### config.mk
export PLATFORM = sky130hd
export DESIGN_NAME = nap_ds_tx_arbiter_flat
export DESIGN_NICKNAME = d
export VERILOG_FILES = /design/src/rtl/nap_ds_arb_pkg.sv /design/src/rtl/t_data_stream.sv /design/src/rtl/nap_ds_skid_buf.sv /design/src/rtl/nap_ds_tx_arbiter.sv /design/src/flat_wrapper.sv
export SDC_FILE = /design/constraint.sdc
export NUM_CORES = 1
export LEC_CHECK = 0
export CAP_MARGIN = 20
export CELL_PAD_IN_SITES_DETAIL_PLACEMENT = 0
export CELL_PAD_IN_SITES_GLOBAL_PLACEMENT = 2
export CORE_AREA = 10 10 515 517
export CTS_CLUSTER_SIZE = 20
export DETAILED_ROUTE_END_ITERATION = 8
export DIE_AREA = 0 0 525 527
export PLACE_DENSITY_LB_ADDON = 0.1
export SKIP_CTS_REPAIR_TIMING = 1
export SLEW_MARGIN = 10
export SYNTH_ARGS = -nofsm -noshare
export SYNTH_HDL_FRONTEND = slang
export SYNTH_SLANG_ARGS = --single-unit
### constraint.sdc
create_clock -name i_clk -period 6.9 [get_ports i_clk]
set_input_delay 2.07 -clock i_clk [delete_from_list [all_inputs] [get_ports i_clk]]
set_output_delay 2.07 -clock i_clk [all_outputs]
set_load 0.02 [all_outputs]
### src/rtl/nap_ds_arb_pkg.sv
// Shared types and helpers for the NAP data-stream transmit arbiter.
package nap_ds_arb_pkg;
  localparam int MAX_REQ = 8;

  typedef enum logic {ARB_IDLE, ARB_LOCKED} arb_state_t;

  typedef struct packed {
    logic       found;
    logic [2:0] idx;
  } rr_pick_t;

  // First set bit of req at or above ptr, wrapping at n-1 back to 0.
  function automatic rr_pick_t rr_find_first(input logic [MAX_REQ-1:0] req,
                                             input logic [2:0] ptr,
                                             input int unsigned n);
    rr_pick_t    p;
    int unsigned k;
    p = '0;
    for (int i = MAX_REQ-1; i >= 0; i--) begin
      if (i < n) begin
        k = 32'(ptr) + i;
        if (k >= n) k = k - n;
        if (req[k[2:0]]) begin
          p.found = 1'b1;
          p.idx   = k[2:0];
        end
      end
    end
    return p;
  endfunction
endpackage

### src/rtl/t_data_stream.sv
// NAP data-stream interface: one beat of data/addr with sop/eop framing.
interface t_DATA_STREAM #(parameter int DATA_WIDTH = 256, parameter int ADDR_WIDTH = 4);
  logic                  valid;
  logic                  ready;
  logic                  sop;
  logic                  eop;
  logic [DATA_WIDTH-1:0] data;
  logic [ADDR_WIDTH-1:0] addr;
  modport tx (output valid, sop, eop, data, addr, input ready);
  modport rx (input valid, sop, eop, data, addr, output ready);
endinterface

### src/rtl/nap_ds_skid_buf.sv
// Two-entry skid buffer: registers the beat and the upstream ready while
// keeping one beat per cycle when the sink is always ready.
module nap_ds_skid_buf #(
  parameter int DATA_WIDTH = 256,
  parameter int ADDR_WIDTH = 4
) (
  input  logic                  i_clk,
  input  logic                  i_reset_n,
  input  logic                  i_valid,
  input  logic                  i_sop,
  input  logic                  i_eop,
  input  logic [DATA_WIDTH-1:0] i_data,
  input  logic [ADDR_WIDTH-1:0] i_addr,
  output logic                  o_ready,
  output logic                  o_valid,
  output logic                  o_sop,
  output logic                  o_eop,
  output logic [DATA_WIDTH-1:0] o_data,
  output logic [ADDR_WIDTH-1:0] o_addr,
  input  logic                  i_ready
);
  localparam int BW = DATA_WIDTH + ADDR_WIDTH + 2;

  logic [BW-1:0] out_q, skid_q, in_beat;
  logic          out_vld_q, skid_vld_q;

  assign in_beat = {i_sop, i_eop, i_addr, i_data};
  assign o_ready = !skid_vld_q;
  assign {o_sop, o_eop, o_addr, o_data} = out_q;
  assign o_valid = out_vld_q;

  always_ff @(posedge i_clk or negedge i_reset_n) begin
    if (!i_reset_n) begin
      out_q      <= '0;
      skid_q     <= '0;
      out_vld_q  <= 1'b0;
      skid_vld_q <= 1'b0;
    end else if (!out_vld_q || i_ready) begin
      // Output slot frees up: drain the skid entry first to keep order.
      if (skid_vld_q) begin
        out_q      <= skid_q;
        out_vld_q  <= 1'b1;
        skid_vld_q <= 1'b0;
      end else begin
        out_vld_q <= i_valid;
        if (i_valid) out_q <= in_beat;
      end
    end else if (i_valid && !skid_vld_q) begin
      skid_q     <= in_beat;
      skid_vld_q <= 1'b1;
    end
  end
endmodule

### src/rtl/nap_ds_tx_arbiter.sv
// Packet-aware round-robin arbiter onto one NAP transmit stream.
// Define NAP_DS_ARB_OUTREG_EN to insert a registered skid buffer at the output.
module nap_ds_tx_arbiter
  import nap_ds_arb_pkg::*;
#(
  parameter int N_REQ      = 4,
  parameter int DATA_WIDTH = 256,
  parameter int ADDR_WIDTH = 4
) (
  input  logic                        i_clk,
  input  logic                        i_reset_n,
  input  logic [N_REQ-1:0]            i_req_valid,
  input  logic [N_REQ-1:0]            i_req_sop,
  input  logic [N_REQ-1:0]            i_req_eop,
  input  logic [N_REQ*DATA_WIDTH-1:0] i_req_data,
  input  logic [N_REQ*ADDR_WIDTH-1:0] i_req_addr,
  output logic [N_REQ-1:0]            o_req_ready,
  t_DATA_STREAM.tx                    if_ds_tx,
  output logic [N_REQ-1:0]            o_grant,
  output logic                        o_drop
);
  arb_state_t            state_q, state_d;
  logic [2:0]            ptr_q, ptr_d, owner_q, owner_d, sel;
  logic [MAX_REQ-1:0]    elig;
  rr_pick_t              pick;
  logic                  sel_en, drop, acc;
  logic [N_REQ-1:0]      gnt_oh, drop_oh;
  logic                  a_valid, a_ready, a_sop, a_eop;
  logic [DATA_WIDTH-1:0] a_data;
  logic [ADDR_WIDTH-1:0] a_addr;

  function automatic logic [2:0] inc_wrap(input logic [2:0] x);
    return (x == 3'(N_REQ-1)) ? 3'd0 : x + 3'd1;
  endfunction

  always_comb begin
    elig             = '0;
    elig[N_REQ-1:0]  = i_req_valid & i_req_sop;
    pick             = rr_find_first(elig, ptr_q, N_REQ);
    sel_en           = (state_q == ARB_LOCKED) || pick.found;
    sel              = (state_q == ARB_LOCKED) ? owner_q : pick.idx;
    a_data           = '0;
    a_addr           = '0;
    for (int r = 0; r < N_REQ; r++) begin
      gnt_oh[r] = sel_en && (sel == 3'(r));
      if (gnt_oh[r]) begin
        a_data = i_req_data[r*DATA_WIDTH +: DATA_WIDTH];
        a_addr = i_req_addr[r*ADDR_WIDTH +: ADDR_WIDTH];
      end
    end
    a_valid = |(gnt_oh & i_req_valid);
    a_sop   = |(gnt_oh & i_req_sop);
    a_eop   = |(gnt_oh & i_req_eop);
    acc     = a_valid && a_ready;

    // Stray non-SOP beats are only flushed when nobody can be granted.
    drop    = 1'b0;
    drop_oh = '0;
    if (state_q == ARB_IDLE && !pick.found) begin
      for (int r = N_REQ-1; r >= 0; r--) begin
        if (i_req_valid[r] && !i_req_sop[r]) begin
          drop_oh    = '0;
          drop_oh[r] = 1'b1;
          drop       = 1'b1;
        end
      end
    end

    o_grant     = i_reset_n ? gnt_oh : '0;
    o_drop      = i_reset_n && drop;
    o_req_ready = i_reset_n ? ((gnt_oh & {N_REQ{a_ready}}) | drop_oh) : '0;

    state_d = state_q;
    ptr_d   = ptr_q;
    owner_d = owner_q;
    if (state_q == ARB_IDLE) begin
      if (pick.found) begin
        if (acc && a_eop) begin
          ptr_d = inc_wrap(pick.idx);
        end else begin
          state_d = ARB_LOCKED;
          owner_d = pick.idx;
        end
      end
    end else if (acc && a_eop) begin
      state_d = ARB_IDLE;
      ptr_d   = inc_wrap(owner_q);
    end
  end

  always_ff @(posedge i_clk or negedge i_reset_n) begin
    if (!i_reset_n) begin
      state_q <= ARB_IDLE;
      ptr_q   <= '0;
      owner_q <= '0;
    end else begin
      state_q <= state_d;
      ptr_q   <= ptr_d;
      owner_q <= owner_d;
    end
  end

`ifdef NAP_DS_ARB_OUTREG_EN
  nap_ds_skid_buf #(.DATA_WIDTH(DATA_WIDTH), .ADDR_WIDTH(ADDR_WIDTH)) u_skid (
    .i_clk     (i_clk),
    .i_reset_n (i_reset_n),
    .i_valid   (a_valid),
    .i_sop     (a_sop),
    .i_eop     (a_eop),
    .i_data    (a_data),
    .i_addr    (a_addr),
    .o_ready   (a_ready),
    .o_valid   (if_ds_tx.valid),
    .o_sop     (if_ds_tx.sop),
    .o_eop     (if_ds_tx.eop),
    .o_data    (if_ds_tx.data),
    .o_addr    (if_ds_tx.addr),
    .i_ready   (if_ds_tx.ready)
  );
`else
  assign a_ready        = if_ds_tx.ready;
  assign if_ds_tx.valid = i_reset_n && a_valid;
  assign if_ds_tx.sop   = i_reset_n && a_sop;
  assign if_ds_tx.eop   = i_reset_n && a_eop;
  assign if_ds_tx.data  = a_data;
  assign if_ds_tx.addr  = a_addr;
`endif
endmodule

### src/flat_wrapper.sv
// flat-port wrapper written by rule: the top's interface ports become plain ports
module nap_ds_tx_arbiter_flat import nap_ds_arb_pkg::*;
#(
  parameter int N_REQ      = 4,
  parameter int DATA_WIDTH = 256,
  parameter int ADDR_WIDTH = 4
)
  (i_clk, i_reset_n, i_req_valid, i_req_sop, i_req_eop, i_req_data, i_req_addr, o_req_ready, o_grant, o_drop, if_ds_tx_valid, if_ds_tx_sop, if_ds_tx_eop, if_ds_tx_data, if_ds_tx_addr, if_ds_tx_ready);
  t_DATA_STREAM #(.DATA_WIDTH(DATA_WIDTH), .ADDR_WIDTH(ADDR_WIDTH)) if_ds_tx_i ();
  input  logic i_clk;
  input  logic i_reset_n;
  input  logic [N_REQ-1:0] i_req_valid;
  input  logic [N_REQ-1:0] i_req_sop;
  input  logic [N_REQ-1:0] i_req_eop;
  input  logic [N_REQ*DATA_WIDTH-1:0] i_req_data;
  input  logic [N_REQ*ADDR_WIDTH-1:0] i_req_addr;
  output logic [N_REQ-1:0] o_req_ready;
  output logic [N_REQ-1:0] o_grant;
  output logic o_drop;
  output wire logic [$bits(if_ds_tx_i.valid)-1:0] if_ds_tx_valid;
  output wire logic [$bits(if_ds_tx_i.sop)-1:0] if_ds_tx_sop;
  output wire logic [$bits(if_ds_tx_i.eop)-1:0] if_ds_tx_eop;
  output wire logic [$bits(if_ds_tx_i.data)-1:0] if_ds_tx_data;
  output wire logic [$bits(if_ds_tx_i.addr)-1:0] if_ds_tx_addr;
  input wire logic [$bits(if_ds_tx_i.ready)-1:0] if_ds_tx_ready;
  assign if_ds_tx_valid = if_ds_tx_i.valid;
  assign if_ds_tx_sop = if_ds_tx_i.sop;
  assign if_ds_tx_eop = if_ds_tx_i.eop;
  assign if_ds_tx_data = if_ds_tx_i.data;
  assign if_ds_tx_addr = if_ds_tx_i.addr;
  assign if_ds_tx_i.ready = if_ds_tx_ready;
  nap_ds_tx_arbiter #(.N_REQ(N_REQ), .DATA_WIDTH(DATA_WIDTH), .ADDR_WIDTH(ADDR_WIDTH)) u_core (.i_clk(i_clk), .i_reset_n(i_reset_n), .i_req_valid(i_req_valid), .i_req_sop(i_req_sop), .i_req_eop(i_req_eop), .i_req_data(i_req_data), .i_req_addr(i_req_addr), .o_req_ready(o_req_ready), .if_ds_tx(if_ds_tx_i), .o_grant(o_grant), .o_drop(o_drop));
endmodule
# --- Word-level counts from Yosys, hierarchy flattened ---
# Cells that the tools add are included.
classes:
  add_sub_neg: 9
  n_lt_le_gt_ge: 8
  n_eq_ne: 7
  mux: 46
  bitwise: 8
  n_reduce_logical: 28
ops:
  columns: ["operator", "n"]
  rows:
  - ["$mux 256", 4]
  - ["$mux 4", 15]
  - ["$mux 3", 11]
  - ["$and 4x4->4", 5]
  - ["$lt 3x4->1 const B", 4]
  - ["$logic_and 1x1->1", 15]
  - ["$bmux 1 s3", 4]
  - ["$eq 3x2->1 const B", 4]
  - ["$ge 4x3->1 const B", 3]
  - ["$mux 1", 12]
  - ["$reduce_or 4->1", 3]
  - ["$sub 3x3->3 const B", 4]
  - ["$add 3x2->4 const B", 2]
  - ["$add 3x1->3 const B", 2]
  - ["$reduce_and 3->1", 2]
  - ["$logic_not 1->1", 5]
  - ["$add 3x1->4 const B", 1]
  - ["$ne 2x2->1 const B", 2]
  - ["$or 4x4->4", 1]
  - ["$eq 3x1->1 const B", 1]
  - ["$ge 3x3->1 const B", 1]
  - ["$logic_not 3->1", 1]
  - ["$not 1->1", 2]
  - ["$reduce_bool 2->1", 1]
  - ["$logic_or 1x1->1", 1]
word_totals:
  regBits: 7
  in_bits: 1055
  output_inout_bits: 272
  elab_cells: 109

# --- Depth between registers and ports, before layout ---
# Gate-level depths: netlist of run 1.
logic_depth:
  depth_word: 19
  ltp_mapped: 14
  mapped_depth_nobuf: 10

# --- Least setup slack after synthesis of run 1 ---
# No wires, ideal clock.
synth_path:
  path_kind: "input to output"
  from: "input port i_req_valid[3]"
  to: "output port if_ds_tx_data[100]"
  arrival_time_ns: 4.357
  t_required_ns: 4.830
  slack_ns: 0.473
  cell_stages: 10
  path_cell_list: "and2_1 mux4_2 nand2b_1 o21ai_2 inv_2 o22ai_4 buf_4 clkbuf_1 a32oi_1 o211ai_1"
synth_via:
  elab_chain_len: 14
  elab_cells_between_ends: 27
  classes_between: "eq/ne: 3; mux: 17; bitwise: 1; reduce/logical: 6"
synth_rtl:
  columns: ["item", "line_no", "rtl"]
  rows:
  - ["start, declared", "flat_wrapper.sv:12", "input logic [N_REQ-1:0] i_req_valid;"]
  - ["$and 4x4->4 *", "nap_ds_tx_arbiter.sv:38", "elig[N_REQ-1:0] = i_req_valid & i_req_sop;"]
  - ["$bmux 1 s3", "nap_ds_arb_pkg.sv:23", "if (req[k[2:0]]) begin"]
  - ["$mux 1 (implied by the code)", "nap_ds_arb_pkg.sv:23", null]
  - ["$mux 4 (3 in a row)", "nap_ds_arb_pkg.sv:23", null]
  - ["$mux 4 *", "nap_ds_arb_pkg.sv:23", null]
  - ["$mux 3", "nap_ds_tx_arbiter.sv:41", "sel = (state_q == ARB_LOCKED) ? owner_q : pick.idx;"]
  - ["$logic_not 3->1", "nap_ds_tx_arbiter.sv:45", "gnt_oh[r] = sel_en && (sel == 3'(r));"]
  - ["$logic_and 1x1->1", "nap_ds_tx_arbiter.sv:45", null]
  - ["$mux 256 (3 in a row)", "nap_ds_tx_arbiter.sv:46", "if (gnt_oh[r]) begin"]
  - ["$mux 256 *", "nap_ds_tx_arbiter.sv:46", null]
  - ["end, declared", "flat_wrapper.sv:23", "output wire logic [$bits(if_ds_tx_i.data)-1:0] if_ds_tx_data;"]
# Every way passes the cells marked *; elsewhere a longest branch is shown, timed or not. The select of a mux whose other input is x is not followed.

# --- Final worst setup path of run 1 ---
layout_path:
  from: "input port i_req_sop[1]"
  to: "output port if_ds_tx_data[142]"
layout_via:
  elab_chain_len: 14
  elab_cells_between_ends: 27
  classes_between: "eq/ne: 3; mux: 17; bitwise: 1; reduce/logical: 6"
layout_rtl:
  columns: ["item", "line_no", "rtl"]
  rows:
  - ["start, declared", "flat_wrapper.sv:13", "input logic [N_REQ-1:0] i_req_sop;"]
  - ["$and 4x4->4 *", "nap_ds_tx_arbiter.sv:38", null]
  - ["$bmux 1 s3", "nap_ds_arb_pkg.sv:23", null]
  - ["$mux 1 (implied by the code)", "nap_ds_arb_pkg.sv:23", null]
  - ["$mux 4 (3 in a row)", "nap_ds_arb_pkg.sv:23", null]
  - ["$mux 4 *", "nap_ds_arb_pkg.sv:23", null]
  - ["$mux 3", "nap_ds_tx_arbiter.sv:41", null]
  - ["$logic_not 3->1", "nap_ds_tx_arbiter.sv:45", null]
  - ["$logic_and 1x1->1", "nap_ds_tx_arbiter.sv:45", null]
  - ["$mux 256 (3 in a row)", "nap_ds_tx_arbiter.sv:46", null]
  - ["$mux 256 *", "nap_ds_tx_arbiter.sv:46", null]
# Marked as above.

==> impl_metrics.yaml, run 1 <==
die:
  dieHeight_um: 527
  core_mm2: 0.2553
  die_x_um: 525
  dieArea_mm2: 0.2767
  floorplan.initialDensity_pct: 3.637
  num_io_pins: 1327
  num_rows: 186
synth:
  synth_edf_count: 0
  synth.avg_cell_area_um2: 6.510
  synthTopCellsByArea: "nand3_1 28%, a32oi_1 25%, o211ai_1 20%, clkbuf_1 5.1%, buf_2 4.0%"
  netlist.area_leader.share_pct: 28.41
  yosysUniqueCellTypes: 58
  synth_ff_type: "dfrtp_1"
  postSynthNetCount: 2485
  async_flop_share_pct: 100.0
  seq_area_frac_synth_pct: 1.887
  synth.largest_area_cell: "nand3_1"
  ys_warn_count: 0
  ys_ff_latch: 7
  synthCells: 1426
  synth_area_mm2: 0.009284
timing:
  fin_skew_ns: 0.0005599
  fin_ws_ns: -0.3767
  finalCritPeriodShare_pct: 105.5
  rsz0062_at_grt: "true"
  max_freq_ghz: 0.1374
  tightestPinTransition_ns: 0.8133
  min_period_ns: 7.277
  setup_violations: 194
  finalHoldViolations: 0
  relSlewSlack_pct: 45.78
  drv_slew: 0
clocking:
  cts.path.max_buffers: 2
  clk_latency_ns: 0.23
  h-tree-depth: 1
  cts.sinks: 7
  tritoncts.num_buffers: 3
  cts_root_buf: "clkbuf_16"
  cts_tree: "done"
  clkSlewWorstSetupHoldPaths_ns: 0.04
pwr:
  leakage_nw: 11.19
  p_per_area_mw_per_mm2: 544.4
  irDropWorstVdd_mv: 0.2048
grt:
  grt_max_degree: 45
  overflow: 0
  grt_pass1_wl_mm: 258.1
  grt_pass1_vias: 21160
  antenna_found_initial: 133
  grt.total_usage_pct: 14.03
setup_path:
  r2r_cells: 11
  end_kind: "primary output"
  start_kind: "input pin"
  rr_endpoint: "u_core.ptr_q[0]$_DFFE_PN0P_"
  r2r_start: "u_core.ptr_q[1]$_DFFE_PN0P_"
  cp.arrival_ns: 5.21
  required_ns: 4.83
  timing.reg2reg.setup_slack_ns: 3.32
  critPathKind: "input pin to primary output"
  worstPathMaxFanout: 11
hold_path:
  min_path_cells: 1
  min_path_type: "flop to flop"
  holdPathEnd: "u_core.owner_q[2]$_DFFE_PN0P_"
  min-delay-start: "u_core.owner_q[2]$_DFFE_PN0P_"
cells_and_area:
  drive_above_1_share_pct: 29.43
  syn_to_final_growth_pct: 253.7
  finish.cell_count_without_fillers: 6421
  finalNetCount: 4057
  fill_cells: 29320
  utilization_pct: 12.86
placed_design:
  place_congestion: 0.8043
  port_buffers: 1326
  dp.cells: 6231
  hpwlAfterDp_mm: 185.0
drt:
  detail-route-antenna-nets: 0
  dr.pass1.iters: 5
  drc_errors: 0
  drt-wirelength-per-cell_um: 33.58
  vias: 20720
  vias_per_cell: 3.226
  drtIter0Drc: 1178
  drt_wl_total_mm: 215.6
status:
  status: "finished, violations left"
  violations: "negative setup slack"
flow_run:
  cap_viol_max_count: 0
-- power by group --
group / switching, mW / total, mW / internal (mW)
sequential: 0.0483 / 0.101 / 0.0529
clock: 0.0240 / 0.101 / 0.0771
combinational: 9.95 / 17.7 / 7.73
total: 10.0 / 17.9 / 7.86
-- through the flow --
stage               total power [mW]  setup TNS [ns]  setup WS (ns)  cell area [µm²]  hold WS, ns
finish                         17.88          -26.12        -0.3767            32840       0.5944
global route                   18.95          -57.76        -0.4524            32750       0.6323
CTS                            16.15         -256.08         -1.355            29270       0.6014
detailed placement             15.98         -254.41         -1.347            29190       0.5978
global placement               16.14         -252.73         -1.311            29190       0.5900
floorplan                      5.844               0         0.4729             9284       0.5160
-- layout by cell type (no fill, tap or decap), drive strengths merged, types with 3 or more instances in the layout --
master,n
inv,7
ha,4
a221oi,3
clkdlybuf4s50,1050
o22ai,3
o21ai,4
nand3,527
a21oi,4
nand2b,14
and2,9
mux4,4
and3,7
diode,40
mux2i,5
dfrtp,7
nor2,4
nand2,18
clkbuf,54
a32oi,260
nor2b,5
o31ai,3
dlymetal6s2s,13
buf,693
o32ai,4
o211ai,262
-- worst max-delay path: stages --
cell and delay (ns):
buf_8 0.11, and2_4 0.15, mux4_2 0.51, a221oi_4 0.31
o21ai_4 0.15, inv_4 0.12, o31ai_4 0.07, buf_12 0.17
and2_4 0.18, buf_12 0.16, buf_16 0.17, buf_16 0.15
o211ai_1 0.62, buf_12 0.20
-- routing by layer --
layer | wire length, µm | global-route usage [%] | share of wire (%)
met5 | 615 | 0 | 0.29
met4 | 2284 | 0.6118 | 1.1
met3 | 19410 | 5.796 | 9.0
met2 | 98040 | 23.29 | 45
met1 | 95250 | 17.83 | 44
-- logic make-up after synthesis --
| group | after synthesis | synth area share (%) |
|---|---|---|
| flip-flops | 7 | 1.887 |
| multiplexers | 9 | 1.509 |
| adder cells (fa/ha/maj) | 4 | 0.5391 |
| buffers and inverters | 246 | 12.60 |
| AO/OA/AOI/OAI | 567 | 51.09 |
| AND/OR/NAND/NOR | 593 | 32.37 |
-- cell usage after synthesis, drive strengths merged (3+ instances only) --
cell    count
a32oi     260
buf       113
mux2i       5
o21ai       4
o211ai    262
mux4        4
nor2        4
dfrtp       7
and3        7
o32ai       4
inv         7
and2        9
nand2      18
o22ai       3
clkbuf    126
nand3     527
nand2b     14
a21oi       4
a221oi      3
nor2b       5
ha          4
o31ai       3
-- final cells by class --
class | count | area (µm²) | share of cell area, %
clock buffers | 4 | 78.83 | 0.2400
repair buffers | 1806 | 19290 | 58.76
inverters | 7 | 28.78 | 0.08764
diodes | 40 | 100.1 | 0.3048
well taps | 3384 | 4234 | 12.89
multi-input cells | 1173 | 8926 | 27.18
flip-flops and latches | 7 | 175.2 | 0.5334
-- worst max path at each step --
stage	from	endpoint	slack, ns	cells after the start
after floorplan	i_req_valid[3]	if_ds_tx_data[100]	0.47	10
after global placement	i_req_sop[1]	if_ds_tx_data[14]	-1.31	13
after detailed placement	i_req_sop[1]	if_ds_tx_data[14]	-1.35	13
after CTS	i_req_sop[1]	if_ds_tx_data[14]	-1.36	13
after global routing	i_req_sop[0]	if_ds_tx_data[14]	-0.45	14
final	i_req_sop[1]	if_ds_tx_data[142]	-0.38	14
-- registers in the layout (all words and copies together) (netlist names) --
name and count:
u_core.owner_q 3, u_core.ptr_q 3, u_core.state_q 1
Power figures use the tool's default switching activity.
==> run 2: changes to the inputs <==
- CTS_CLUSTER_DIAMETER: default -> 50
==> results of run 2 <==
Same layout as run 1: the final DEF is identical, and so are final timing and power.
==> run 3: changes to the inputs <==
- SKIP_LAST_GASP: default -> 1
==> run 3 against run 2 <==
Effect of this change: the run still ends with negative setup slack left; cell count is essentially flat; combinational power hardly changed; fmax increased by 0.42%; critical path type unchanged; critical endpoint is now if_ds_tx_data[123].
==> impl_metrics.yaml, run 3 (synthesized netlist as in run 1, its figures left out) <==
flow_run:
  cap_viol_max_count: 0
timing:
  tightestPinTransition_ns: 0.8314
  fin_tns_setup_ns: -31.41
  setup_violations: 203
  relSlewSlack_pct: 44.58
  rsz0062_at_grt: "true"
  fin_ws_ns: -0.3459
  fin_skew_ns: 0.001427
  hold_ws_ns: 0.5942
  finalHoldViolations: 0
  max_freq_ghz: 0.1380
  finalCritPeriodShare_pct: 105.0
  min_period_ns: 7.246
  drv_slew: 0
setup_path:
  start_kind: "input pin"
  r2r_cells: 11
  required_ns: 4.83
  worstPathMaxFanout: 7
  end_kind: "primary output"
  critPathKind: "input pin to primary output"
  cp.arrival_ns: 5.18
hold_path:
  min_path_cells: 1
  min_path_type: "flop to flop"
die:
  die_x_um: 525
  num_io_pins: 1327
  core_mm2: 0.2553
  num_rows: 186
  dieArea_mm2: 0.2767
  floorplan.initialDensity_pct: 3.637
  dieHeight_um: 527
grt:
  overflow: 0
  antenna_found_initial: 133
  grt_pass1_wl_mm: 258.1
  grt.total_usage_pct: 14.03
  grt_pass1_vias: 21160
  grt_max_degree: 45
drt:
  vias_per_cell: 3.223
  drt-wirelength-per-cell_um: 33.56
  drc_errors: 0
  drt_wl_total_mm: 215.4
  drtIter0Drc: 1190
  vias: 20690
  detail-route-antenna-nets: 0
  dr.pass1.iters: 5
placed_design:
  place_congestion: 0.8043
  port_buffers: 1326
  post-place-ws_ns: -1.347
  postPlaceCellArea_mm2: 0.02919
  hpwlAfterDp_mm: 185.0
clocking:
  tritoncts.num_buffers: 3
  clkSlewWorstSetupHoldPaths_ns: 0.04
  cts_root_buf: "clkbuf_16"
  cts_tree: "done"
  cts.sinks: 7
  clk_latency_ns: 0.23
  cts.path.max_buffers: 2
  h-tree-depth: 1
pwr:
  irDropWorstVdd_mv: 0.1925
  p_per_area_mw_per_mm2: 545.0
  leakage_nw: 11.06
cells_and_area:
  finish.instance_area_mm2: 0.03247
  final_cell_mix: "1,053 x clkdlybuf4s50_1, 518 x nand3_1, 461 x buf_4"
  final_common_cell: "clkdlybuf4s50_1"
  top_regs: "u_core.owner_q: 3 flops, u_core.ptr_q: 3 flops, u_core.state_q: 1 flops"
  drive_above_1_share_pct: 28.53
  fill_cells: 29360
  finalNetCount: 4057
  syn_to_final_growth_pct: 249.7
status:
  status: "finished, violations left"
  violations: "negative setup slack"
## run 3: cell count changes in the layout (fill, tap and decap cells not counted), moves of 3 or more
| cell | previous run | this run |
|---|---|---|
| a32oi_1 | 191 | 209 |
| a32oi_2 | 47 | 31 |
| buf_12 | 133 | 130 |
| buf_4 | 434 | 461 |
| buf_6 | 75 | 51 |
| clkdlybuf4s50_1 | 1050 | 1053 |
| dlymetal6s2s_1 | 13 | 10 |
| nand3_1 | 510 | 518 |
| nand3_2 | 14 | 6 |
## run 3: metrics by stage
step | utilization, % | power (mW) | cells
after detailed placement | 11.43 | 15.98 | 6231
after global routing | 12.68 | 18.74 | 6386
after CTS | 11.47 | 16.15 | 6235
final | 12.72 | 17.69 | 6419
after global placement | 11.43 | 16.14 | 6231
after floorplan | - | 5.844 | 1426
## run 3: final cells by class
cell class                      instances  area (µm²)  share of cell area [%]
Antenna cell                           38       95.09                  0.2929
Inverter                                7       28.78                 0.08864
Timing Repair Buffer                 1806       19130                   58.91
Tap cell                             3384        4234                   13.04
Sequential cell                         7       175.2                  0.5395
Multi-Input combinational cell       1173        8727                   26.88
Clock buffer                            4       78.83                  0.2428
## run 3: per-layer routing
| metal | wire (µm) | vias to the layer above | share of wire (%) | GRT usage [%] |
|---|---|---|---|---|
| met5 | 625 | - | 0.29 | 0 |
| met4 | 2267 | 98 | 1.1 | 0.6118 |
| met3 | 19680 | 196 | 9.1 | 5.796 |
| met2 | 98060 | 1065 | 46 | 23.29 |
| met1 | 94790 | 10080 | 44 | 17.83 |
| li1 | - | 9250 | - | - |
## run 3: path summary, 6_finish.rpt
| kind | endpoint | slack (ns) | from |
|---|---|---|---|
| hold reg to reg | u_core.owner_q[2]$_DFFE_PN0P_ | 0.59 | u_core.owner_q[2]$_DFFE_PN0P_ |
| hold / removal | u_core.owner_q[2]$_DFFE_PN0P_ | 0.59 | u_core.owner_q[2]$_DFFE_PN0P_ |
| setup / recovery | if_ds_tx_data[123] | -0.35 | i_req_sop[1] |
| min in group asynchronous | u_core.owner_q[0]$_DFFE_PN0P_ | 2.32 | i_reset_n |
| max in group asynchronous | u_core.owner_q[2]$_DFFE_PN0P_ | 4.40 | i_reset_n |
| setup reg to reg | u_core.ptr_q[0]$_DFFE_PN0P_ | 3.32 | u_core.ptr_q[1]$_DFFE_PN0P_ |
## run 3: power by group
group	internal, mW	switching, mW
clock	0.0771	0.0238
sequential	0.0529	0.0489
combinational	7.60	9.89
total	7.73	9.97
## run 3: critical path: stages
cell	delay (ns)
buf_8	0.11
and2_4	0.15
mux4_2	0.51
a221oi_4	0.31
o21ai_4	0.16
o32ai_4	0.26
buf_12	0.17
buf_16	0.14
buf_16	0.15
buf_12	0.12
clkbuf_16	0.16
a32oi_1	0.12
o211ai_1	0.51
buf_12	0.20
